<file path="config.mk">
export PLATFORM = sky130hd
export DESIGN_NAME = regfile_write_arbiter
export DESIGN_NICKNAME = d
export VERILOG_FILES = /design/src/rtl/regfile_pkg.sv /design/src/rtl/rr_arbiter3.sv /design/src/rtl/regfile_write_arbiter.sv
export SDC_FILE = /design/constraint.sdc
export NUM_CORES = 1
export LEC_CHECK = 0
export CAP_MARGIN = 20
export CORE_MARGIN = 5
export CORE_UTILIZATION = 38
export CTS_BUF_LIST = sky130_fd_sc_hd__clkbuf_8
export CTS_CLUSTER_SIZE = 25
export DETAILED_ROUTE_END_ITERATION = 7
export PLACE_DENSITY_LB_ADDON = 0.3
export SYNTH_ARGS = -nofsm -noshare
export SYNTH_HDL_FRONTEND = slang
export SYNTH_SLANG_ARGS = --single-unit
</file>
<file path="constraint.sdc">
create_clock -name clk -period 1.6 [get_ports clk]
set_input_delay 0.24 -clock clk [delete_from_list [all_inputs] [get_ports clk]]
set_output_delay 0.24 -clock clk [all_outputs]
set_load 0.1 [all_outputs]
</file>
<file path="src/rtl/regfile_pkg.sv">
// Shared widths, requester count and grant encoding for the register-file write arbiter.
package regfile_pkg;

  localparam int unsigned DATA_WIDTH  = 16;
  localparam int unsigned ADDR_WIDTH  = 4;
  localparam int unsigned NUM_REQ     = 3;
  localparam int unsigned COUNT_WIDTH = 16;
  localparam int unsigned ID_WIDTH    = 2;

  typedef enum logic [ID_WIDTH-1:0] {
    GRANT_REQ0 = 2'd0,
    GRANT_REQ1 = 2'd1,
    GRANT_REQ2 = 2'd2
  } grantId_e;

  // Modulo-3 successor of a requester index.
  function automatic logic [ID_WIDTH-1:0] nextIdx(input logic [ID_WIDTH-1:0] idx);
    return (idx >= 2'd2) ? 2'd0 : idx + 2'd1;
  endfunction

endpackage

</file>
<file path="src/rtl/rr_arbiter3.sv">
// Combinational three-way round-robin grant starting at rrPtr; grant is one-hot or zero.
module rr_arbiter3
  import regfile_pkg::*;
(
  input  logic [NUM_REQ-1:0]  reqValid,
  input  logic [ID_WIDTH-1:0] rrPtr,
  input  logic                enable,
  output logic [NUM_REQ-1:0]  grant
);

  logic [ID_WIDTH-1:0] idx;
  logic                found;

  always_comb begin
    grant = '0;
    found = 1'b0;
    idx   = rrPtr;
    for (int k = 0; k < int'(NUM_REQ); k++) begin
      if (enable && !found && reqValid[idx]) begin
        grant[idx] = 1'b1;
        found      = 1'b1;
      end
      idx = nextIdx(idx);
    end
  end

endmodule

</file>
<file path="src/rtl/regfile_write_arbiter.sv">
// Arbitrates three write requesters onto one registered RegisterFile write port,
// counting transfers and flagging same-address collisions.
module regfile_write_arbiter #(
  parameter int unsigned DATA_WIDTH = regfile_pkg::DATA_WIDTH,
  parameter int unsigned ADDR_WIDTH = regfile_pkg::ADDR_WIDTH
) (
  input  logic                  clk,
  input  logic                  rst,
  input  logic                  enable,
  input  logic [2:0]            reqValid,
  input  logic [ADDR_WIDTH-1:0] reqAddr0,
  input  logic [ADDR_WIDTH-1:0] reqAddr1,
  input  logic [ADDR_WIDTH-1:0] reqAddr2,
  input  logic [DATA_WIDTH-1:0] reqData0,
  input  logic [DATA_WIDTH-1:0] reqData1,
  input  logic [DATA_WIDTH-1:0] reqData2,
  output logic [2:0]            reqReady,
  output logic                  writeEnable,
  output logic [ADDR_WIDTH-1:0] writeAddr,
  output logic [DATA_WIDTH-1:0] writeData,
  output logic [1:0]            grantId,
  output logic [15:0]           writeCount,
  output logic                  collision
);

  import regfile_pkg::*;

  logic [ID_WIDTH-1:0]   rrPtr;
  logic [NUM_REQ-1:0]    grant;
  logic                  transfer;
  grantId_e              winnerId;
  logic [ADDR_WIDTH-1:0] selAddr;
  logic [DATA_WIDTH-1:0] selData;
  logic                  collisionNow;

  // Reset also masks the grant so reqReady is low while rst is held.
  rr_arbiter3 uArb (
    .reqValid (reqValid),
    .rrPtr    (rrPtr),
    .enable   (enable & ~rst),
    .grant    (grant)
  );

  assign reqReady = grant;
  assign transfer = |(grant & reqValid);

  always_comb begin
    winnerId = GRANT_REQ0;
    selAddr  = reqAddr0;
    selData  = reqData0;
    if (grant[1]) begin
      winnerId = GRANT_REQ1;
      selAddr  = reqAddr1;
      selData  = reqData1;
    end else if (grant[2]) begin
      winnerId = GRANT_REQ2;
      selAddr  = reqAddr2;
      selData  = reqData2;
    end
  end

  assign collisionNow = (reqValid[0] && reqValid[1] && (reqAddr0 == reqAddr1)) ||
                        (reqValid[0] && reqValid[2] && (reqAddr0 == reqAddr2)) ||
                        (reqValid[1] && reqValid[2] && (reqAddr1 == reqAddr2));

  // Capture register, round-robin pointer, transfer counter and sticky collision flag.
  always_ff @(posedge clk or posedge rst) begin
    if (rst) begin
      writeEnable <= 1'b0;
      writeAddr   <= '0;
      writeData   <= '0;
      grantId     <= '0;
      rrPtr       <= '0;
      writeCount  <= '0;
      collision   <= 1'b0;
    end else begin
      writeEnable <= transfer;
      if (transfer) begin
        writeAddr  <= selAddr;
        writeData  <= selData;
        grantId    <= winnerId;
        rrPtr      <= nextIdx(winnerId);
        writeCount <= writeCount + 16'd1;
      end
      if (collisionNow) begin
        collision <= 1'b1;
      end
    end
  end

endmodule

</file>
### Yosys cells after proc, flatten, opt, wreduce, memory -nomap -nowiden

Index checks and enable logic that the tools add are counted.
Widths: inputs -> output; s select.

* register bits after elaboration: 42
* input bits: 66
* output and inout port bits: 43
* word-level logic and storage cells: 73

* add/subtract/negate cells: 4
* magnitude comparators: 9
* eq/ne operators: 3
* muxes and demuxes: 26
* bitwise gates (word level): 5
* reductions and logical operators: 19

Operator list (count)
* $mux 16: 2
* $add 16x1->16 const B: 1
* $logic_and 1x1->1: 14
* $eq 4x4->1: 3
* $mux 2: 5
* $lt 2x3->1 const B: 3
* $mux 3: 3
* $mux 1: 8
* $mux 4: 2
* $add 2x1->2 const B: 3
* $bmux 1 s2: 3
* $demux 1 s2: 3
* $ge 2x1->1 const B: 3
* $ge 2x2->1 const B: 3
* $or 3x3->3: 2
* $and 3x3->3: 1
* $reduce_or 3->1: 1
* $logic_not 1->1: 2
* $logic_or 1x1->1: 2
* $and 1x1->1: 1
* $not 1->1: 1

### Depth between registers and ports, before layout

* depth after elaboration: 16
* depth in mapped cells: 7
* mapped depth without buffers: 5

### Cells and area by module

From an unflattened synthesis, not the netlist that was laid out.

* cells, all modules: 236
* area, all modules: 2244.7 sq um

By module, submodules not included
* regfile_write_arbiter: instances 1, cells each 223, area each 2169.6 sq um
* rr_arbiter3: instances 1, cells each 13, area each 75.1 sq um

### Worst setup path after synthesis

No wires, ideal clock.

* path type: reg2reg
* start point: register writeCount[3]
* end point: register writeCount[14]
* setup time: 0.158 ns
* data arrival time: 2.058 ns
* path slack: -0.616 ns
* cell stages (with the launch flop): 5
* path buffers: 0
* cells stage by stage: dfrtp_1 nand4_2 a2111oi_4 nand3_1 xnor2_1

* cells in the longest elaborated chain, start to end: 1

RTL lines
* start, declared: RTL line regfile_write_arbiter.sv:22 `output logic [15:0] writeCount,`
* start signal, assigned: RTL line regfile_write_arbiter.sv:83 `writeCount <= writeCount + 16'd1;`
* $add 16x1->16: RTL line regfile_write_arbiter.sv:83

Every way passes these cells.
A chain may end at the register's enable or synchronous reset.

### Final worst setup path

* start point: register rrPtr[1]
* end point: output reqReady[0]

* cells in the longest elaborated chain, start to end: 12
* elaborated cells on any way between the ends: 41
* those cells by class: add/sub: 2; order compare: 8; mux: 19; bitwise: 2; reduce/logical: 10

RTL lines
* start, declared: RTL line regfile_write_arbiter.sv:28 `logic [ID_WIDTH-1:0] rrPtr;`
* start signal, assigned: RTL line regfile_write_arbiter.sv:82 `rrPtr <= nextIdx(winnerId);`
* branches (longest 11 deep; another with $lt 2x3->1)
* $mux 3 *: RTL line rr_arbiter3.sv:19 `if (enable && !found && reqValid[idx]) begin`
* end, declared: RTL line regfile_write_arbiter.sv:17 `output logic [2:0] reqReady,`

Every way passes the cells marked *. The select of a mux whose other input is x is not followed.

==> impl_metrics.yaml <==
drt:
  ant_nets: 0
  wire_per_inst_um: 18.6
  num_vias: 2230
  dr.first_iter.drc_count: 94
  viasPerCell: 5.22
  remaining_drc_errors: 0
  wl_um: 7930
  first_pass_iters: 4
worst_setup_path:
  r2r_setup_slack_ps: -290
  timing.rr.end: "writeData[5]$_DFFE_PP0P_"
  r2r_start: "rrPtr[1]$_DFFE_PP0P_"
  worstPathArrival_ps: 1720
  end_kind: "output pin"
  cp.required_ps: 1360
  rr_worst_depth: 8
  startpoint_type: "flip-flop"
  cp_max_fo: 5
  critPathKind: "flip-flop to output pin"
finish:
  final_common_cell: "clkdlybuf4s50_1"
  postLayoutCoreUtil: 0.776
  syn2layout_area_growth_pct: 98.6
  final_cell_mix: "60 x clkdlybuf4s50_1, 45 x buf_12, 27 x dfrtp_1"
  nets: 418
  antenna_cells: 0
  drive_gt1_frac: 0.438
placement:
  dp_hpwl_um: 5540
  place.port_buffers: 108
  gp_congestion: 0.752
logic_synthesis:
  synthTopCellsByArea: "dfrtp_1 45%, o22ai_2 9.7%, a22oi_1 6.5%"
  avgSynthCellArea_um2: 11.5
  ys_types: 38
  synth-seq-cells: 42
  syn-cell-area_um2: 2310
  synth_fp_nets: 269
  ys_seq_area_frac: 0.454
  synthCells: 202
  ys_warn_count: 0
  yosysTopAreaCell: "dfrtp_1"
  synth.top_cell.area_share: 0.454
run:
  maxCapViolations: 0
timing:
  min_period_ps: 1960
  finalCritPeriodShare: 1.22
  slew_viol_final: 0
  finClkSkew_ps: 4.92
  max_freq_mhz: 511
  setup_viol: 29
  worst_slew_pin_slew_ps: 335
  rsz0062_at_grt: "yes"
  timing.hold.ws_ps: 230
  relSlewSlack: 0.777
  setup_slack_ps: -357
  hold_viol: 0
power_and_ir_drop:
  p_leak_nw: 1.91
  p_total_mw: 6.51
  powerDensity_nw_per_um2: 1420
  vdd_drop_max_uv: 945
global_route:
  gr-usage-met2: 0.323
  use_met1: 0.259
  grt_usage: 0.198
  met3_usage: 0.0442
  grt_pass1_wl_um: 11800
  overflow: 0
  grt_antenna_before_repair: 0
  grt_start_max_net_pins: 43
  busiest_layer: "met2"
  grt_pass1_vias: 2362
clock_network:
  clk_pin_slew_ps: 80
  numCtsBuffers: 5
  cts_tree: "done"
  ctsLongestPathBuffers: 2
  postCtsHoldBufs: 0
  cts-root-buf: "clkbuf_8"
  cts_sinks: 42
  htreeDepth: 2
  clk_latency_ps: 290
floorplanning:
  core_um2: 5920
  chipHeight_um: 88.0
  die_w_um: 88.0
  io_pins: 109
  initial_utilization: 0.391
  rows: 28
  dieArea_um2: 7750
status:
  status: "complete, but fails checks"
  violations: "setup timing"
min_path:
  hp-class: "primary input to asynchronous set/reset pin"
==> power breakdown <==
part	leakage, nW	internal (mW)	total (mW)	switching (mW)
combinational	1.36	1.59	3.97	2.38
sequential	0.490	1.35	1.72	0.365
clock	0.0575	0.437	0.821	0.384
==> stage by stage <==
step | worst slack [ps] | setup TNS, ps | area (µm²) | std cells
floorplan | -117 | -702 | 2410 | 202
global placement | -405 | -12870 | 4190 | 405
detailed placement | -411 | -13420 | 4190 | 405
CTS | -372 | -3580 | 4420 | 422
global route | -431 | -8970 | 4600 | 427
finish | -357 | -6630 | 4600 | 427
==> metal layers <==
metal  part of all wire  vias to the layer above  wire (µm)
met4              0.018                        0        146
li1                   -                     1043          -
met5                  0                        -          0
met1               0.40                     1092       3170
met3              0.063                       14        497
met2               0.52                       81       4120
==> sequential cells by signal, indices dropped and copies added, names as in the netlist <==
| name | count |
|---|---|
| collision | 1 |
| grantId | 2 |
| rrPtr | 2 |
| writeAddr | 4 |
| writeCount | 16 |
| writeData | 16 |
| writeEnable | 1 |
==> worst max-delay path, stage by stage, from the launching register on <==
cell and delay [ps]:
dfrtp_2 450, and3b_1 190, a2111o_1 410, buf_12 170, inv_12 50, buf_16 150
==> worst max path at each step <==
stage	startpoint	endpoint	slack, ps
after global placement	reqValid[1]	reqReady[2]	-410
final	rrPtr[1]$_DFFE_PP0P_	reqReady[0]	-360
after CTS	rrPtr[0]$_DFFE_PP0P_	reqReady[0]	-370
after detailed placement	reqValid[1]	reqReady[2]	-410
after floorplan	writeCount[1]$_DFFE_PP0P_	writeCount[14]$_DFFE_PP0P_	-120
after global routing	rrPtr[1]$_DFFE_PP0P_	reqReady[0]	-430
==> Yosys cell counts, drive strengths merged <==
master / instances
dfrtp: 42
a21bo: 1
nand4: 5
nand2: 9
nor2: 4
buf: 10
and2: 1
a21oi: 1
xnor2: 13
and3: 1
ha: 1
nand2b: 2
nand3: 6
a21o: 5
and3b: 1
nor3: 4
and4: 2
o21ai: 22
a2111o: 1
clkbuf: 2
inv: 6
a2111oi: 4
xor2: 14
clkinv: 1
nor2b: 2
o22ai: 20
a41oi: 1
or2: 1
a22oi: 20
==> timing repair <==
| action | in CTS | in global routing |
|---|---|---|
| buffers inserted | 7 | 5 |
| gates resized for setup | 12 | 33 |
| cloned | 2 | 0 |
| setup endpoints to repair | 29 | 38 |
| pin swaps | 3 | 19 |
==> logic make-up after synthesis <==
| kind of cell | synth area share |
|---|---|
| compound gates | 0.289 |
| flops | 0.454 |
| simple gates | 0.0935 |
| xor+xnor | 0.102 |
| buf+inv | 0.0562 |
| fa+ha+maj | 0.00540 |
==> layout make-up <==
type                       count  area (µm²)
timing repair buffer         153        1980
clock buffer                   8         110
fill                         356        1320
sequential                    42        1080
multi-input combinational    141        1270
inverter                       7        43.8
tap                           75        93.8
timing repair inverter         1        8.76
No activity file was read; power rests on OpenSTA's default activity.
